`config.mk`:
```
export PLATFORM = sky130hd
export DESIGN_NAME = mult_div_unit
export DESIGN_NICKNAME = d
export VERILOG_FILES = /design/src/rtl/mult_div_unit.sv
export SDC_FILE = /design/constraint.sdc
export NUM_CORES = 1
export LEC_CHECK = 0
export ABC_AREA = 1
export CAP_MARGIN = 20
export CORE_MARGIN = 5
export CORE_UTILIZATION = 40
export CTS_CLUSTER_DIAMETER = 60
export DETAILED_ROUTE_END_ITERATION = 6
export GPL_TIMING_DRIVEN = 0
export PLACE_DENSITY_LB_ADDON = 0.08
export SLEW_MARGIN = 15
export SYNTH_ARGS = -nofsm -noshare
export SYNTH_HDL_FRONTEND = slang
export SYNTH_SLANG_ARGS = --single-unit
```
`constraint.sdc`:
```
create_clock -name clk -period 6.5 [get_ports clk]
set_input_delay 1.625 -clock clk [delete_from_list [all_inputs] [get_ports clk]]
set_output_delay 1.625 -clock clk [all_outputs]
set_load 0.01 [all_outputs]
```
`src/rtl/mult_div_unit.sv`:
```
// Multicycle signed multiply/divide unit with architectural Hi/Lo registers.
// MULT is a radix-2 Booth multiplier. DIV is restoring division on magnitudes, followed by a sign fix-up.
module mult_div_unit (
  input  logic        clk,
  input  logic        reset_n,
  input  logic        mult_start,
  input  logic        div_start,
  input  logic [31:0] A,
  input  logic [31:0] B,
  output logic [31:0] Hiout,
  output logic [31:0] Loout,
  output logic        busy,
  output logic        done,
  output logic        div_zero
);

  typedef enum logic [2:0] {
    S_IDLE,
    S_MULT,
    S_DIV,
    S_FIX,
    S_DONE
  } state_t;

  state_t      state;
  state_t      state_next;

  logic [4:0]  count;
  logic        last_iter;

  logic [31:0] mcand;
  logic [64:0] acc;
  logic [32:0] booth_hi;
  logic [32:0] booth_sum;
  logic [64:0] acc_next;

  logic [31:0] rem;
  logic [31:0] quo;
  logic [31:0] dvs;
  logic        q_neg;
  logic        r_neg;
  logic [32:0] div_shift;
  logic [32:0] div_diff;
  logic        div_fits;
  logic [31:0] rem_next;
  logic [31:0] quo_next;
  logic [31:0] hi_fix;
  logic [31:0] lo_fix;

  assign last_iter = (count == 5'd31);

  always_ff @(posedge clk or negedge reset_n) begin
    if (!reset_n) begin
      state <= S_IDLE;
    end else begin
      state <= state_next;
    end
  end

  always_comb begin
    state_next = state;
    busy       = 1'b1;
    done       = 1'b0;
    case (state)
      S_IDLE: begin
        busy = 1'b0;
        if (mult_start) begin
          state_next = S_MULT;
        end else if (div_start) begin
          state_next = (B == 32'd0) ? S_DONE : S_DIV;
        end
      end
      S_MULT:  if (last_iter) state_next = S_DONE;
      S_DIV:   if (last_iter) state_next = S_FIX;
      S_FIX:   state_next = S_DONE;
      S_DONE: begin
        done       = 1'b1;
        state_next = S_IDLE;
      end
      default: state_next = S_IDLE;
    endcase
  end

  // The upper half is one bit wider than the operands, so that A = -2^31 stays exact in the Booth add/sub.
  always_comb begin
    booth_hi = {acc[64], acc[64:33]};
    case (acc[1:0])
      2'b01:   booth_sum = booth_hi + {mcand[31], mcand};
      2'b10:   booth_sum = booth_hi - {mcand[31], mcand};
      default: booth_sum = booth_hi;
    endcase
    acc_next = {booth_sum, acc[32:1]};
  end

  always_comb begin
    div_shift = {rem, quo[31]};
    div_fits  = (div_shift >= {1'b0, dvs});
    div_diff  = div_shift - {1'b0, dvs};
    rem_next  = div_fits ? div_diff[31:0] : div_shift[31:0];
    quo_next  = {quo[30:0], div_fits};
    lo_fix    = q_neg ? (32'd0 - quo) : quo;
    hi_fix    = r_neg ? (32'd0 - rem) : rem;
  end

  // Hi/Lo change only when DONE is entered with a real result, never mid-computation.
  always_ff @(posedge clk or negedge reset_n) begin
    if (!reset_n) begin
      count    <= 5'd0;
      mcand    <= 32'd0;
      acc      <= 65'd0;
      rem      <= 32'd0;
      quo      <= 32'd0;
      dvs      <= 32'd0;
      q_neg    <= 1'b0;
      r_neg    <= 1'b0;
      Hiout    <= 32'd0;
      Loout    <= 32'd0;
      div_zero <= 1'b0;
    end else begin
      case (state)
        S_IDLE: begin
          if (mult_start) begin
            mcand    <= A;
            acc      <= {32'd0, B, 1'b0};
            count    <= 5'd0;
            div_zero <= 1'b0;
          end else if (div_start) begin
            rem      <= 32'd0;
            quo      <= A[31] ? (32'd0 - A) : A;
            dvs      <= B[31] ? (32'd0 - B) : B;
            q_neg    <= A[31] ^ B[31];
            r_neg    <= A[31];
            count    <= 5'd0;
            div_zero <= (B == 32'd0);
          end
        end
        S_MULT: begin
          acc   <= acc_next;
          count <= count + 5'd1;
          if (last_iter) begin
            Hiout <= acc_next[64:33];
            Loout <= acc_next[32:1];
          end
        end
        S_DIV: begin
          rem   <= rem_next;
          quo   <= quo_next;
          count <= count + 5'd1;
        end
        S_FIX: begin
          Hiout <= hi_fix;
          Loout <= lo_fix;
        end
        default: begin
        end
      endcase
    end
  end

endmodule
```
======== Word level (Yosys, flattened, before mapping) ========
Index checks and enable logic that the tools add are counted.
word-level totals
  register bits after elaboration ......... 268
  input port bits ......................... 68
  output and inout port bits .............. 67
  word-level logic and storage cells ...... 83
cells by class
  add/subtract/negate cells ............... 8
  magnitude comparators ................... 1
  eq/ne operators ......................... 13
  mux-type cells .......................... 31
  bitwise logic cells ..................... 2
  reduce and logical (&&, ||, !) cells .... 16
operators by type and width
  cell                                                  count
  two-way mux 32 bit                                    11
  one-hot mux 32 bit (2 select lines)                   4
  one-hot mux 65 bit (2 select lines)                   1
  subtractor 1 x 32 -> 32 bit (first input constant)    4
  one-hot mux 33 bit (2 select lines)                   1
  two-way mux 65 bit                                    1
  adder 32 x 32 -> 33 bit                               1
  greater-or-equal comparator 33 x 32 -> 1 bit          1
  subtractor 32 x 32 -> 33 bit                          1
  zero test 32 bit                                      1
  subtractor 32 bit                                     1
  two-way mux 3 bit                                     5
  one-hot mux 3 bit (4 select lines)                    1
  two-way mux 5 bit                                     2
  inequality test 2 bit (second input constant)         5
  one-hot mux 5 bit (2 select lines)                    1
  AND reduction 2 bit                                   5
  nonzero test 2 bit                                    5
  AND reduction 3 bit                                   3
  equality test 3 x 2 -> 1 bit (second input constant)  2
  adder 5 x 1 -> 5 bit (second input constant)          1
  equality test 5 bit (second input constant)           1
  two-way mux 1 bit                                     4
  equality test 3 x 1 -> 1 bit (second input constant)  1
  other kinds (8)                                       8

======== Longest topological paths before layout ========
  word-level depth ........................ 5
  depth in mapped cells ................... 28
  depth with buffers taken out ............ 28

======== Least setup slack after synthesis ========
No wires, ideal clock.
  path kind ............................... input to register
  start ................................... input port A[1]
  end ..................................... register quo[28]
  setup time .............................. 0.132 ns
  arrival ................................. 2.896 ns
  data required time ...................... 6.368 ns
  slack ................................... 3.473 ns
  cell stages on the path ................. 10
  path buffers ............................ 0
  cells stage by stage .................... inv_1 -> ha_1 -> nand3_1 -> nor2_1 -> nand2_1 -> nor2_2 -> nand3_1 -> o31ai_1 -> xor2_1 -> o21ai_1
between the ends
  longest elaborated chain between the ends .. 5
RTL lines
  element                              line  text
  start, declared                      8     input logic [31:0] A,
  subtractor 1 x 32 -> 32 bit          129   quo <= A[31] ? (32'd0 - A) : A;
  two-way mux 32 bit                   129
  two-way mux 32 bit                   127   end else if (div_start) begin
  two-way mux 32 bit                   122   if (mult_start) begin
  one-hot mux 32 bit (2 select lines)  120   case (state)
  end signal, assigned                 129
  end signal, assigned                 147   quo <= quo_next;
  end, declared                        38    logic [31:0] quo;
Every way passes these cells. The select of a mux whose other input is x is not followed.
A chain may end at the register's enable or synchronous reset.

======== Final worst setup path ========
  start ................................... register acc[0]
  end ..................................... register Hiout[13]
between the ends
  longest elaborated chain between the ends .. 4
  elaborated cells between the ends (all ways) .. 5
  classes of those cells .................. eq/ne (2); mux (3)
RTL lines
  element                                                              line  text
  start, declared                                                      32    logic [64:0] acc;
  start signal, assigned                                               124   acc <= {32'd0, B, 1'b0};
  start signal, assigned                                               138   acc <= acc_next;
  equality test 2 bit or equality test 2 x 1 -> 1 bit (tied branches)  87    case (acc[1:0])
  one-hot mux 33 bit (2 select lines) *                                87
  two-way mux 32 bit *                                                 140   if (last_iter) begin
  one-hot mux 32 bit (2 select lines) *                                120
  end signal, assigned                                                 141   Hiout <= acc_next[64:33];
  end signal, assigned                                                 151   Hiout <= hi_fix;
  end, declared                                                        10    output logic [31:0] Hiout,
Every way passes the cells marked *; elsewhere a longest branch is shown, timed or not. The select of a mux whose other input is x is not followed.

==> flow_metrics.tcl <==
set metrics [dict create \
    status "complete, no violations" \
    yosys_most_used_dff "dfrtp_1" \
    pin_count 135 \
    cp_num_buf_inv 4 \
    grt_use_met1_pct 38.82 \
    worstSetupPathDepth 18 \
    synth_area_per_cell_um2 6.784 \
    ctsResizeCount 0 \
    use_met2_pct 44.11 \
    rsz0062_at_grt "no" \
    hold_viol_final 0 \
    ir_worst_vdd_uv 260.3 \
    nFillCells 5236 \
    via_count 20440 \
    cp_max_fo 10 \
    synth_edf_count 0 \
    areaGrowthSynthToFinish_pct 17.20 \
    slowest_stage "fa_1" \
    wl_per_cell_um 20.15 \
    synth_seq_cells 268 \
    grt_util_met3_pct 4.250 \
    cts_num_sinks 268 \
    path_common_cell "nand2_1" \
    cp.arrival_ns 4.38 \
    wl_um 77240 \
    async_reset_ff_share_pct 100.0 \
    drv_cap 0 \
    r2r_setup_slack_ns 2.54 \
    setup_viol 0 \
    port_buffers 133 \
    slew_headroom_pct 40.96 \
    tightest_slew_ns 0.8857 \
    layout-drive-gt1-share_pct 4.998 \
    cp-startpoint "acc[0]" \
    fin_util_pct 47.18 \
    synth_fp_nets 3101 \
    cts_tree "done" \
    cpPeakStageDelay_ns 0.43 \
    synth_top_area_cell "dfrtp_1" \
    die-area_um2 54770 \
    nets 3275 \
    grt_pass1_vias 19560 \
    die_w_um 234.0 \
    grt_max_degree 100 \
    cts_setup_buffers 0 \
    powerDensity_nw_per_um2 654.4 \
    post-route-period-util_pct 60.96 \
    startpoint_type "flip-flop" \
    crit_type "flip-flop to flip-flop" \
    cts_buffer_depth 3 \
    fmax_mhz 252.4 \
    hold_end "Loout[21]" \
    cp_top_family "compound AO/OA/AOI/OAI gates" \
    reg2reg_from "acc[0]" \
    hold_class "flip-flop to flip-flop" \
    synth_cell_type_count 60 \
    antenna_found_initial 1 \
    n_antenna_cell 0 \
    cp.required_ns 6.92 \
    finalPower_mw 15.39 \
    gp_congestion 0.9571 \
    ant_nets 0 \
    total_leakage_power_nw 11.55 \
    hold_ws_ns 0.4796 \
    busiest_layer "met2" \
    drt_first_pass_iters 5 \
    synth_top_area_share_pct 33.41 \
    overflow 0 \
    end_kind "flip-flop" \
    timing.rr.end "Hiout[13]" \
    initial_utilization_pct 40.26 \
    hp-start "Loout[21]" \
    dp_hpwl_um 63540 \
    cts_inserted_buffers 37 \
    grt_pass1_wl_um 116600 \
    rows 82 \
    drt_iter0_drc 1655 \
    routed_via_density 5.332 \
    hold_path_depth 2 \
    grtUsageTotal_pct 27.70 \
    ff2ff_path_depth 18 \
    crit_chain "inv_1, ha_1, clkbuf_1, clkbuf_1, o21ai_0, fa_1, inv_1, nand2_1, a21oi_1, nand2_1, nand2_1, nand3_1, nand2_1, xor2_1, nand2_1, o21ai_0, o21bai_1, nand2_1" \
    syn_inst 2959 \
    min_period_ns 3.963 \
    insertion_delay_ns 0.55 \
    ys_warn_count 0 \
    slew_violations 0 \
    die_h_um 234.0 \
    skew_ns 0.02730 \
    clk_root_buffer_cell "clkbuf_16" \
    cts-htree-levels 2 \
    synth_area_leaders "dfrtp_1 33%, nand2_1 16%, inv_1 6.1%" \
    drc 0 \
    synth_area_um2 20070 \
    ctsHoldBuffers 0 \
    coreArea_um2 49860 \
    yosysSeqAreaShare_pct 33.41 \
    path_clk_slew_ns 0.06 \
]
==> sequential cells by signal, summed over array words and instances (netlist names) <==
| register | cells |
|---|---|
| acc | 65 |
| Hiout | 32 |
| Loout | 32 |
| dvs | 32 |
| mcand | 32 |
| quo | 32 |
| rem | 32 |
| count | 5 |
| state | 3 |
| div_zero | 1 |
| q_neg | 1 |
| r_neg | 1 |
==> kinds of logic after synthesis <==
kind of cell / Yosys count / share of synthesized area, %
AND/OR/NAND/NOR: 1488 / 31.31
multiplexers: 2 / 0.09973
adder cells (fa/ha/maj): 74 / 4.687
XOR/XNOR: 139 / 6.065
AO/OA/AOI/OAI: 540 / 15.58
buffers and inverters: 448 / 8.851
flip-flops: 268 / 33.41
==> layout by cell type, fill, tap and decap left out, drive strengths merged, types with 24 or more instances in the layout <==
cell / netlist / layout
inv: 337 / 342
nor2: 271 / 271
nor3: 52 / 52
a22oi: 24 / 24
o21ai: 258 / 258
nand2: 886 / 886
ha: 72 / 72
o211ai: 52 / 52
dfrtp: 268 / 268
buf: 42 / 45
xor2: 98 / 98
a21oi: 127 / 127
clkbuf: 66 / 117
xnor2: 41 / 41
nand3: 216 / 216
clkdlybuf4s50: 0 / 132
==> worst max path at each step <==
stage | slack, ns | endpoint
floorplan | 3.47 | quo[28]
global placement | -8.49 | quo[24]
detailed placement | 2.36 | quo[28]
CTS | 2.53 | Hiout[28]
global route | 2.09 | Hiout[28]
finish | 2.54 | Hiout[13]
==> power by group <==
group          leakage, nW  internal (mW)  switching [mW]
Sequential            3.37           2.45           0.860
Combinational         7.58           3.46            6.57
Clock                0.596           1.25           0.806
==> metrics by stage <==
stage                     instances  setup TNS [ns]  cell area [um^2]  setup slack (ns)
after detailed placement       3766               0             22310             2.363
after global placement         3764        -2259.58             22250            -8.485
after global routing           3833               0             23530             2.091
after CTS                      3833               0             23530             2.528
after floorplan                2959               0             20070             3.473
final                          3833               0             23530             2.537
==> cell usage after synthesis (all sizes together), types with 10 or more instances <==
| cell | instances |
|---|---|
| nor4 | 12 |
| o211ai | 52 |
| nand3b | 19 |
| o21ai | 258 |
| a21oi | 127 |
| a31oi | 10 |
| nand2 | 886 |
| xor2 | 98 |
| buf | 42 |
| inv | 337 |
| ha | 72 |
| xnor2 | 41 |
| o22ai | 13 |
| dfrtp | 268 |
| nand4 | 17 |
| clkbuf | 66 |
| o221ai | 11 |
| nor3 | 52 |
| nand3 | 216 |
| a22oi | 24 |
| nor2 | 271 |
==> worst register-to-register path, stage by stage, from the launching register on <==
cell	delay (ns)
dfrtp_1	0.35
inv_1	0.07
ha_1	0.21
clkbuf_1	0.38
clkbuf_1	0.43
o21ai_0	0.27
fa_1	0.43
inv_1	0.08
nand2_1	0.09
a21oi_1	0.23
nand2_1	0.14
nand2_1	0.16
nand3_1	0.09
nand2_1	0.16
xor2_1	0.12
nand2_1	0.07
o21ai_0	0.20
o21bai_1	0.30
nand2_1	0.09
==> final cells by class <==
class	count	area, um^2	share of cell area (%)
buffer	108	498.0	2.117
clock buffer	51	1041	4.425
tap	672	840.8	3.574
multi-input combinational	2243	11590	49.27
inverter	340	1279	5.435
sequential	268	6706	28.51
clock inverter	16	178.9	0.7605
timing repair buffer	135	1391	5.914
==> routing by layer <==
metal	up-vias	part of all wire [%]	wire length [um]
met1	9734	46	35380
met3	112	5.3	4100
li1	10020	-	-
met2	567	45	35130
met4	2	3.4	2616
met5	-	0.017	13
No activity file was read; power rests on OpenSTA's default activity.
